## src/rtl/vga_scroll_pattern_gen.sv

```systemverilog
// Scrolling VGA test-pattern generator: stripes/checker/gradient/solid with X/Y scroll, frame-latched controls.
// Latency: LAT clk cycles from pix_x/pix_y/video_active/hsync_in/vsync_in to r/g/b/hsync_out/vsync_out.
// Backpressure: none; free-running pixel stream, one pixel per clk.
module vga_scroll_pattern_gen #(
  parameter int          COORD_W    = 10,
  parameter int          COLOR_BITS = 2,
  parameter int          LAT        = 1,
  parameter int unsigned STEP0      = 1,
  parameter int unsigned STEP1      = 2,
  parameter int unsigned STEP2      = 6,
  parameter int unsigned STEP3      = 12,
  parameter int          CHK_SHIFT  = 4
) (
  input  logic                  clk,
  input  logic                  rst_n,
  input  logic [COORD_W-1:0]    pix_x,
  input  logic [COORD_W-1:0]    pix_y,
  input  logic                  video_active,
  input  logic                  hsync_in,
  input  logic                  vsync_in,
  input  logic [1:0]            speed_sel,
  input  logic                  dir_x,
  input  logic                  y_en,
  input  logic                  pause,
  input  logic [1:0]            mode,
  output logic [COLOR_BITS-1:0] r,
  output logic [COLOR_BITS-1:0] g,
  output logic [COLOR_BITS-1:0] b,
  output logic                  hsync_out,
  output logic                  vsync_out,
  output logic [7:0]            frame_cnt
);

  localparam int PW = 3 * COLOR_BITS + 2;

  localparam logic [COORD_W-1:0] STEP0_C = COORD_W'(STEP0);
  localparam logic [COORD_W-1:0] STEP1_C = COORD_W'(STEP1);
  localparam logic [COORD_W-1:0] STEP2_C = COORD_W'(STEP2);
  localparam logic [COORD_W-1:0] STEP3_C = COORD_W'(STEP3);

  // Frame-latched controls; they only change on a frame tick so a frame is never split.
  logic [1:0]         speed_q;
  logic               dir_q;
  logic               yen_q;
  logic               pause_q;
  logic [1:0]         mode_q;

  logic               vs_q;
  logic               frame_tick;
  logic [COORD_W-1:0] x_off_q, x_off_d;
  logic [COORD_W-1:0] y_off_q, y_off_d;
  logic [7:0]         frame_cnt_q;
  logic [COORD_W-1:0] step;

  logic [COORD_W-1:0] x, y;
  logic [1:0]         r_v, g_v, b_v;
  logic               chk_c;
  logic [PW-1:0]      pipe_d;
  logic [PW-1:0]      pipe_q [LAT];

  // Only a subset of the scrolled coordinate bits drives colour; fold the rest away.
  logic unused_coord_bits;
  assign unused_coord_bits = ^{x, y};

  // Rising edge of vsync, detected in the clk domain.
  assign frame_tick = vsync_in & ~vs_q;

  // Step size from the controls latched at the previous tick.
  always_comb begin
    step = STEP0_C;
    case (speed_q)
      2'd0:    step = STEP0_C;
      2'd1:    step = STEP1_C;
      2'd2:    step = STEP2_C;
      default: step = STEP3_C;
    endcase
  end

  // Next scroll offsets: modular arithmetic, no saturation.
  always_comb begin
    x_off_d = x_off_q;
    y_off_d = y_off_q;
    if (frame_tick && !pause_q) begin
      x_off_d = dir_q ? (x_off_q - step) : (x_off_q + step);
      if (yen_q) y_off_d = y_off_q + step;
    end
  end

  // Frame state: sync edge register, offsets, frame counter and control latch.
  always_ff @(posedge clk or negedge rst_n) begin
    if (!rst_n) begin
      vs_q        <= 1'b0;
      x_off_q     <= '0;
      y_off_q     <= '0;
      frame_cnt_q <= '0;
      speed_q     <= '0;
      dir_q       <= 1'b0;
      yen_q       <= 1'b0;
      pause_q     <= 1'b0;
      mode_q      <= '0;
    end else begin
      vs_q    <= vsync_in;
      x_off_q <= x_off_d;
      y_off_q <= y_off_d;
      if (frame_tick) begin
        frame_cnt_q <= frame_cnt_q + 8'd1;
        speed_q     <= speed_sel;
        dir_q       <= dir_x;
        yen_q       <= y_en;
        pause_q     <= pause;
        mode_q      <= mode;
      end
    end
  end

  assign frame_cnt = frame_cnt_q;

  // Scrolled coordinates, truncated to COORD_W.
  assign x     = pix_x + x_off_q;
  assign y     = pix_y + y_off_q;
  assign chk_c = x[CHK_SHIFT] ^ y[CHK_SHIFT];

  // Repeat the 2-bit channel value MSB-first out to COLOR_BITS.
  function automatic logic [COLOR_BITS-1:0] widen(input logic [1:0] v);
    logic [COLOR_BITS-1:0] w;
    w = '0;
    for (int i = 0; i < COLOR_BITS; i++) begin
      w[COLOR_BITS-1-i] = v[1-(i%2)];
    end
    return w;
  endfunction

  // Stage-0 colour selection from the latched mode; blanking forces black.
  always_comb begin
    r_v = 2'b00;
    g_v = 2'b00;
    b_v = 2'b00;
    if (video_active) begin
      case (mode_q)
        2'd0: begin
          r_v = {x[5], y[2]};
          g_v = {x[6], y[2]};
          b_v = {x[7], y[5]};
        end
        2'd1: begin
          r_v = {chk_c, chk_c};
          g_v = {chk_c, chk_c};
          b_v = {chk_c, chk_c};
        end
        2'd2: begin
          r_v = x[7:6];
          g_v = y[7:6];
          b_v = x[7:6] ^ y[7:6];
        end
        default: begin
          r_v = frame_cnt_q[7:6];
          g_v = frame_cnt_q[5:4];
          b_v = frame_cnt_q[3:2];
        end
      endcase
    end
  end

  assign pipe_d = {widen(r_v), widen(g_v), widen(b_v), hsync_in, vsync_in};

  // Pixel pipeline: colour and both syncs travel together so they stay aligned.
  always_ff @(posedge clk or negedge rst_n) begin
    if (!rst_n) begin
      for (int i = 0; i < LAT; i++) pipe_q[i] <= '0;
    end else begin
      pipe_q[0] <= pipe_d;
      for (int i = 1; i < LAT; i++) pipe_q[i] <= pipe_q[i-1];
    end
  end

  assign r         = pipe_q[LAT-1][PW-1 -: COLOR_BITS];
  assign g         = pipe_q[LAT-1][PW-1-COLOR_BITS -: COLOR_BITS];
  assign b         = pipe_q[LAT-1][PW-1-2*COLOR_BITS -: COLOR_BITS];
  assign hsync_out = pipe_q[LAT-1][1];
  assign vsync_out = pipe_q[LAT-1][0];

endmodule

```

## config.mk

```make
export PLATFORM = sky130hd
export DESIGN_NAME = vga_scroll_pattern_gen
export DESIGN_NICKNAME = d
export VERILOG_FILES = /design/src/rtl/vga_scroll_pattern_gen.sv
export SDC_FILE = /design/constraint.sdc
export NUM_CORES = 1
export LEC_CHECK = 0
export CELL_PAD_IN_SITES_DETAIL_PLACEMENT = 1
export CELL_PAD_IN_SITES_GLOBAL_PLACEMENT = 1
export CORE_ASPECT_RATIO = 1.2
export CORE_MARGIN = 2
export CORE_UTILIZATION = 38
export CTS_BUF_LIST = sky130_fd_sc_hd__clkbuf_4 sky130_fd_sc_hd__clkbuf_8
export CTS_CLUSTER_SIZE = 14
export DETAILED_ROUTE_END_ITERATION = 12
export PLACE_DENSITY = 0.84
export SLEW_MARGIN = 20
export SYNTH_ARGS = -nofsm -noshare
export SYNTH_HDL_FRONTEND = slang
export SYNTH_SLANG_ARGS = --single-unit
```

## constraint.sdc

```tcl
create_clock -name clk -period 2.7 [get_ports clk]
set_clock_uncertainty 0.05 [all_clocks]
set_input_delay 0.27 -clock clk [delete_from_list [all_inputs] [get_ports clk]]
set_output_delay 0.27 -clock clk [all_outputs]
set_load 0.01 [all_outputs]
```

==> impl_metrics.sql, run 1 <==
INSERT INTO impl_metrics (metric_group, metric, value, unit) VALUES
('outcome', 'run_status', 'finished, final reports clean', ''),
('logic_synthesis', 'dominant_synthesized_flop_cell', 'sky130_fd_sc_hd__dfrtp_1', ''),
('clock_network', 'worst_skew_pair.late_latency', '300', 'ps'),
('place', 'gp_routability_congestion', '0.825', ''),
('sta', 'setup-violations-final', '0', ''),
('power', 'cellLeakagePower', '0.00148', 'uW'),
('setup_path', 'timing.critical_path.slowest_stage_cell', 'sky130_fd_sc_hd__dfrtp_2', ''),
('cells_and_area', 'final.fill_count', '728', ''),
('cells_and_area', 'layout_commonest_cell', 'sky130_fd_sc_hd__clkdlybuf4s50_1', ''),
('cells_and_area', 'seqCellArea', '977', 'um^2'),
('power', 'maximum_resistive_drop_on_vdd', '0.364', 'mV'),
('floorplan', 'floorplan.die.height', '93.8', 'um'),
('global_routing', 'grt_first_pass_wirelength', '10.8', 'mm'),
('setup_path', 'path_delay_family', 'compound AO/OA/AOI/OAI gates', ''),
('clock_network', 'max-clock-path-buffers', '2', ''),
('logic_synthesis', 'synth_cell_type_count', '48', ''),
('routing', 'detail-route-antenna-nets', '0', ''),
('logic_synthesis', 'synth_cells', '249', ''),
('cells_and_area', 'antenna-diode-count', '0', ''),
('clock_network', 'clock_root_buffer', 'sky130_fd_sc_hd__clkbuf_8', ''),
('logic_synthesis', 'synth.ff_latch_count', '39', ''),
('setup_path', 'cp_cell_sequence', 'inv_1 > ha_1 > a21oi_2 > ha_1 > nor2b_1 > o21ai_2 > a21boi_2 > o21a_1 > a21oi_2 > mux2_1 > o21ai_1', ''),
('clock_network', 'tritoncts', 'built', ''),
('floorplan', 'io_pins', '48', ''),
('setup_path', 'cp.required', '2880', 'ps'),
('setup_path', 'critical_path.endpoint_type', 'flip-flop', ''),
('floorplan', 'floorplan.die_area', '7400', 'um^2'),
('floorplan', 'std_cell_rows', '32', ''),
('global_routing', 'grt_remaining_overflow', '0', ''),
('clock_network', 'htree_num_levels', '2', ''),
('sta', 'slew_headroom', '38.7', '%'),
('routing', 'vias_per_cell', '5.21', ''),
('setup_path', 'cp_slowest_stage_delay', '410', 'ps'),
('setup_path', 'largest_driver_fanout_on_the_critical_path', '5', ''),
('cells_and_area', 'flow.area_growth_from_synthesis', '27.3', '%'),
('place', 'placement.io_buffers', '43', ''),
('sta', 'slew_viol_final', '0', ''),
('sta', 'max_clock_freq', '0.392', 'GHz'),
('hold_path', 'hold_path.class', 'in2async', ''),
('routing', 'drc', '0', ''),
('floorplan', 'initial_utilization', '39.4', '%'),
('cells_and_area', 'design.final.nets', '361', ''),
('floorplan', 'chipWidth', '78.9', 'um'),
('place', 'post-dp-hpwl', '4.59', 'mm'),
('power', 'totalPowerFinal', '3320', 'uW'),
('cells_and_area', 'multi_input_area', '1540', 'um^2'),
('setup_path', 'timing.critical_path.arrival', '2730', 'ps'),
('sta', 'finalWorstSetupSlack', '146', 'ps'),
('logic_synthesis', 'synth-seq-area-share', '38.2', '%'),
('place', 'post-place-ws', '-55.4', 'ps'),
('routing', 'drt-wirelength-per-cell', '17.1', 'um'),
('setup_path', 'worstPathBufferInverterCount', '1', ''),
('logic_synthesis', 'synth.cell_area', '2550', 'um^2'),
('clock_network', 'hold_buffers', '0', ''),
('global_routing', 'antenna_violations_before_repair', '0', ''),
('routing', 'num_vias', '2007', ''),
('global_routing', 'global_route.usage.total', '19.0', '%'),
('sta', 'setup-tns-final', '0', 'ps'),
('logic_synthesis', 'synth_enable_flop_cells', '0', ''),
('cells_and_area', 'mostFrequentLayoutCells', '42 x sky130_fd_sc_hd__clkdlybuf4s50_1, 38 x sky130_fd_sc_hd__dfrtp_1, 29 x sky130_fd_sc_hd__nand2_1', ''),
('cells_and_area', 'drive_gt1_share', '14.7', '%'),
('place', 'dp_cells', '375', ''),
('routing', 'drt-initial-drc-count', '81', ''),
('setup_path', 'timing.critical_path.to', 'x_off_q[7]$_DFFE_PN0P_', ''),
('setup_path', 'crit_path_start', 'speed_q[1]$_DFFE_PN0P_', ''),
('routing', 'dr.pass1.iters', '4', ''),
('clock_network', 'cts.sink_count', '39', ''),
('logic_synthesis', 'postSynthAreaPerCell', '10.3', 'um^2'),
('sta', 'timing.final.crit_share', '94.6', '%'),
('routing', 'wl', '6.57', 'mm'),
('global_routing', 'grt_max_degree', '40', '');
[repair_timing]
| action | 4_1_cts | 5_1_grt |
|---|---|---|
| setup buffers | 0 | 2 |
| endpoints found under the setup margin | 1 | 2 |
| gates cloned | 0 | 0 |
| pin swaps | 0 | 2 |
| gates resized for setup | 1 | 8 |
[through the flow]
stage	hold WS, ps	util (%)
floorplan	-75.6	-
global placement	397	47.7
detailed placement	401	47.7
CTS	72.8	49.5
global route	119	50.2
finish	42.0	50.2
[worst min-delay path by stage]
stage,slack [ps],depth (start not counted),start,end
finish,40,1,rst_n,pipe_q[6]$_DFF_PN0_
global route,120,1,rst_n,pipe_q[6]$_DFF_PN0_
CTS,70,1,rst_n,y_off_q[6]$_DFFE_PN0P_
detailed placement,400,1,rst_n,pipe_q[6]$_DFF_PN0_
global placement,400,1,rst_n,pipe_q[4]$_DFF_PN0_
floorplan,-80,0,rst_n,dir_q$_DFFE_PN0P_
[where the power goes]
group | total, uW | internal (uW) | switching, uW | leakage (uW)
Sequential | 1000 | 778 | 224 | 0.000489
Combinational | 1800 | 914 | 887 | 0.000926
Clock | 517 | 299 | 218 | 0.0000612
[cells by family (layout without fill, tap and decap cells)]
family	Yosys count	count (layout)	synth area share, %
and+or+nand+nor	65	65	11.9
adders and majority gates	30	30	15.3
muxes	10	10	4.36
DFF	39	39	38.2
xor gates and xnor gates	31	31	11.9
buffers and inverters	17	68	2.74
AOI/OAI and AO/OA	57	57	15.6
[cell usage after synthesis, types with 2 or more instances]
| master | count | area [um^2] |
|---|---|---|
| sky130_fd_sc_hd__mux2_2 | 8 | 90.1 |
| sky130_fd_sc_hd__nor3_1 | 2 | 10.0 |
| sky130_fd_sc_hd__xnor2_1 | 20 | 175 |
| sky130_fd_sc_hd__a21oi_1 | 10 | 50.1 |
| sky130_fd_sc_hd__nor2_1 | 13 | 48.8 |
| sky130_fd_sc_hd__clkbuf_1 | 3 | 11.3 |
| sky130_fd_sc_hd__nor2b_1 | 6 | 37.5 |
| sky130_fd_sc_hd__nand4_1 | 5 | 31.3 |
| sky130_fd_sc_hd__nand2_1 | 29 | 109 |
| sky130_fd_sc_hd__o21ai_1 | 10 | 50.1 |
| sky130_fd_sc_hd__dfrtp_1 | 39 | 976 |
| sky130_fd_sc_hd__nand3_1 | 2 | 10.0 |
| sky130_fd_sc_hd__buf_2 | 2 | 10.0 |
| sky130_fd_sc_hd__a21oi_2 | 2 | 17.5 |
| sky130_fd_sc_hd__inv_1 | 9 | 33.8 |
| sky130_fd_sc_hd__ha_1 | 28 | 350 |
| sky130_fd_sc_hd__o21ai_0 | 10 | 50.1 |
| sky130_fd_sc_hd__fa_1 | 2 | 40.0 |
| sky130_fd_sc_hd__o21a_1 | 3 | 22.5 |
| sky130_fd_sc_hd__xor2_1 | 9 | 78.8 |
| sky130_fd_sc_hd__o31ai_1 | 2 | 15.0 |
| sky130_fd_sc_hd__and3_1 | 4 | 25.0 |
| sky130_fd_sc_hd__a21o_1 | 6 | 45.0 |
[cell type report]
class,count,area share [%]
inverter,10,1.15
clock inverter,2,1.08
clock buffer,6,2.54
multi-input combinational,193,47.2
timing repair buffer,50,14.7
tap,85,3.27
sequential,39,30.0
[layer usage]
| metal | wire length (um) | share of wire (%) | vias up | global-route usage [%] |
|---|---|---|---|---|
| met5 | 0 | 0 | - | 0 |
| met1 | 2580 | 39 | 986 | 21.0 |
| li1 | - | - | 975 | - |
| met3 | 166 | 2.5 | 14 | 3.27 |
| met4 | 186 | 2.8 | 0 | 8.62 |
| met2 | 3640 | 55 | 32 | 35.3 |
[state kept, by name (all words and copies together) (netlist names)]
name	flops
dir_q	1
frame_cnt	8
mode_q	2
pause_q	1
pipe_q	8
speed_q	2
x_off_q	8
y_off_q	8
yen_q	1
Power figures use the tool's default switching activity.
==> run 2: changes to the inputs <==
- CELL_PAD_IN_SITES_GLOBAL_PLACEMENT: 1 -> 2
- CORE_UTILIZATION: 38 -> 31
==> run 2 against run 1 <==
  * Fmax rose by 1.5%
  * Via count decreased by 1.7%
  * Clock power is 22% lower
  * Design area shrank 0.19%
  * Total power decreased by 5.5%
  * Largest power group unchanged
  * Highest routed layer unchanged
==> impl_metrics.sql, run 2 (same netlist as run 1, synthesis figures left out) <==
INSERT INTO impl_metrics (metric_group, metric, value, unit) VALUES
('power', 'power_report.internal_total', '1880', 'uW'),
('routing', 'num_vias', '1972', ''),
('clock_network', 'hold_buffers', '0', ''),
('power', 'cellLeakagePower', '0.00147', 'uW'),
('power', 'power_frac_clock', '12.8', '%'),
('global_routing', 'grt_remaining_overflow', '0', ''),
('cells_and_area', 'design.final.nets', '362', ''),
('clock_network', 'clock_root_buffer', 'sky130_fd_sc_hd__clkbuf_8', ''),
('power', 'maximum_resistive_drop_on_vdd', '0.253', 'mV'),
('clock_network', 'num_cts_buffers', '5', ''),
('sta', 'final_hold_viol_count', '0', ''),
('routing', 'drt-initial-drc-count', '33', ''),
('floorplan', 'core_area', '8060', 'um^2'),
('global_routing', 'first_global_vias', '2028', ''),
('place', 'dp_cells', '386', ''),
('floorplan', 'initial_utilization', '31.7', '%'),
('power', 'share_of_total_power_consumed_by_net_switching', '40.0', '%'),
('power', 'p_switching', '1260', 'uW'),
('cells_and_area', 'flow.area_growth_from_synthesis', '27.1', '%'),
('floorplan', 'floorplan.die.height', '103', 'um'),
('sta', 'worstMarginPinSlew', '905', 'ps'),
('floorplan', 'floorplan.die_area', '8990', 'um^2'),
('place', 'gp_routability_congestion', '0.815', ''),
('setup_path', 'largest_driver_fanout_on_the_critical_path', '4', ''),
('cells_and_area', 'postLayoutCoreUtil', '40.3', '%'),
('sta', 'slew_viol_final', '0', ''),
('setup_path', 'startpoint_type', 'flip-flop', ''),
('global_routing', 'grt_max_degree', '40', ''),
('setup_path', 'worst-setup-path-type', 'reg2reg', ''),
('place', 'placement.io_buffers', '43', ''),
('cells_and_area', 'antenna-diode-count', '0', ''),
('setup_path', 'critical_path.endpoint_type', 'flip-flop', ''),
('sta', 'timing.final.crit_share', '93.2', '%'),
('clock_network', 'worst_skew_pair.late_latency', '290', 'ps'),
('sta', 'grt_setup_unrepaired', 'false', ''),
('cells_and_area', 'layout_commonest_cell', 'sky130_fd_sc_hd__clkdlybuf4s50_1', ''),
('cells_and_area', 'mostFrequentLayoutCells', '42 x sky130_fd_sc_hd__clkdlybuf4s50_1, 38 x sky130_fd_sc_hd__dfrtp_1, 29 x sky130_fd_sc_hd__nand2_1', ''),
('job', 'drv.max_cap_violation_count', '0', ''),
('outcome', 'run_status', 'finished, final reports clean', ''),
('routing', 'drt-wirelength-per-cell', '14.4', 'um'),
('hold_path', 'hold_path.class', 'in2async', ''),
('global_routing', 'antenna_violations_before_repair', '0', ''),
('power', 'totalPowerFinal', '3140', 'uW'),
('place', 'post-place-ws', '-1.38', 'ps'),
('sta', 'setup-violations-final', '0', ''),
('clock_network', 'clkSlewWorstSetupHoldPaths', '80', 'ps'),
('sta', 'max_clock_freq', '0.397', 'GHz'),
('setup_path', 'cp.required', '2880', 'ps'),
('floorplan', 'std_cell_rows', '36', ''),
('clock_network', 'max-clock-path-buffers', '2', ''),
('power', 'part_of_the_total_power_dissipated_in_sequential_elements', '31.7', '%'),
('sta', 'period_minus_slack', '2520', 'ps'),
('clock_network', 'htree_num_levels', '2', ''),
('floorplan', 'io_pins', '48', ''),
('routing', 'drc', '0', ''),
('routing', 'wl', '5.69', 'mm'),
('routing', 'vias_per_cell', '4.98', ''),
('setup_path', 'timing.critical_path.arrival', '2690', 'ps'),
('clock_network', 'cts.sink_count', '39', ''),
('sta', 'slew_headroom', '39.7', '%'),
('floorplan', 'chipWidth', '86.9', 'um'),
('sta', 'finalWorstSetupSlack', '184', 'ps'),
('global_routing', 'grt_first_pass_wirelength', '9.54', 'mm'),
('global_routing', 'global_route.usage.total', '13.5', '%'),
('routing', 'dr.pass1.iters', '3', ''),
('routing', 'detail-route-antenna-nets', '0', ''),
('power', 'power_density_over_cell_area', '966', 'nW/um^2'),
('cells_and_area', 'drive_gt1_share', '14.3', '%'),
('cells_and_area', 'stdcell_count', '396', ''),
('clock_network', 'tritoncts', 'built', ''),
('place', 'post-dp-hpwl', '4.45', 'mm'),
('sta', 'hold_ws', '46.9', 'ps'),
('power', 'comb_power_share', '55.5', '%');
[run 2: per-layer routing]
metal | wire, um | GRT usage, % | share of wire (%)
met1 | 2460 | 15.7 | 43
met2 | 3030 | 25.1 | 53
met3 | 117 | 2.06 | 2.1
met4 | 87 | 4.69 | 1.5
met5 | 0 | 0 | 0
[run 2: metrics by stage]
step,TNS [ps],area (um^2)
finish,0,3250
global route,0,3250
CTS,0,3210
detailed placement,-1.38,3110
global placement,0,3110
floorplan,0,2550
[run 2: area by class of cell]
| cell class | count | area, um^2 |
|---|---|---|
| clock inverter | 2 | 12.5 |
| clock buffer | 6 | 76.3 |
| fill | 911 | 4820 |
| tap | 95 | 119 |
| inverter | 10 | 37.5 |
| sequential | 39 | 977 |
| multi-input combinational | 193 | 1540 |
| timing repair buffer | 51 | 485 |
[run 2: worst paths after layout]
path / cells after the start / endpoint / from / slack [ps]
worst max-delay path: 11 / x_off_q[7]$_DFFE_PN0P_ / speed_q[1]$_DFFE_PN0P_ / 180
worst min-delay path: 1 / pipe_q[6]$_DFF_PN0_ / rst_n / 50
worst max register to register: 11 / x_off_q[7]$_DFFE_PN0P_ / speed_q[1]$_DFFE_PN0P_ / 180
worst min register to register: 1 / y_off_q[7]$_DFFE_PN0P_ / y_off_q[7]$_DFFE_PN0P_ / 440
max in group asynchronous: 1 / speed_q[1]$_DFFE_PN0P_ / rst_n / 1920
min in group clk: 1 / pipe_q[1]$_DFF_PN0_ / hsync_in / 360
[run 2: repair_timing]
action / in CTS / in global routing
pin swaps: 0 / 3
resized for setup: 1 / 6
setup endpoints to repair: 1 / 2
setup buffers: 0 / 2
[run 2: power by group through the flow]
stage               Clock, uW  Sequential [uW]  Combinational, uW
floorplan                   0              986               1210
global placement            0             1000               1660
detailed placement          0             1010               1720
CTS                       421              998               1740
global route              438             1030               1980
finish                    403              994               1740
[run 2: critical path, cell delays in order (launching register included)]
cell	delay [ps]
sky130_fd_sc_hd__dfrtp_2	430
sky130_fd_sc_hd__inv_1	110
sky130_fd_sc_hd__ha_4	210
sky130_fd_sc_hd__a21oi_2	160
sky130_fd_sc_hd__ha_1	250
sky130_fd_sc_hd__nor2b_1	130
sky130_fd_sc_hd__o21ai_1	170
sky130_fd_sc_hd__a21boi_1	110
sky130_fd_sc_hd__o21a_1	240
sky130_fd_sc_hd__a21oi_2	150
sky130_fd_sc_hd__mux2_1	330
sky130_fd_sc_hd__o21ai_1	120
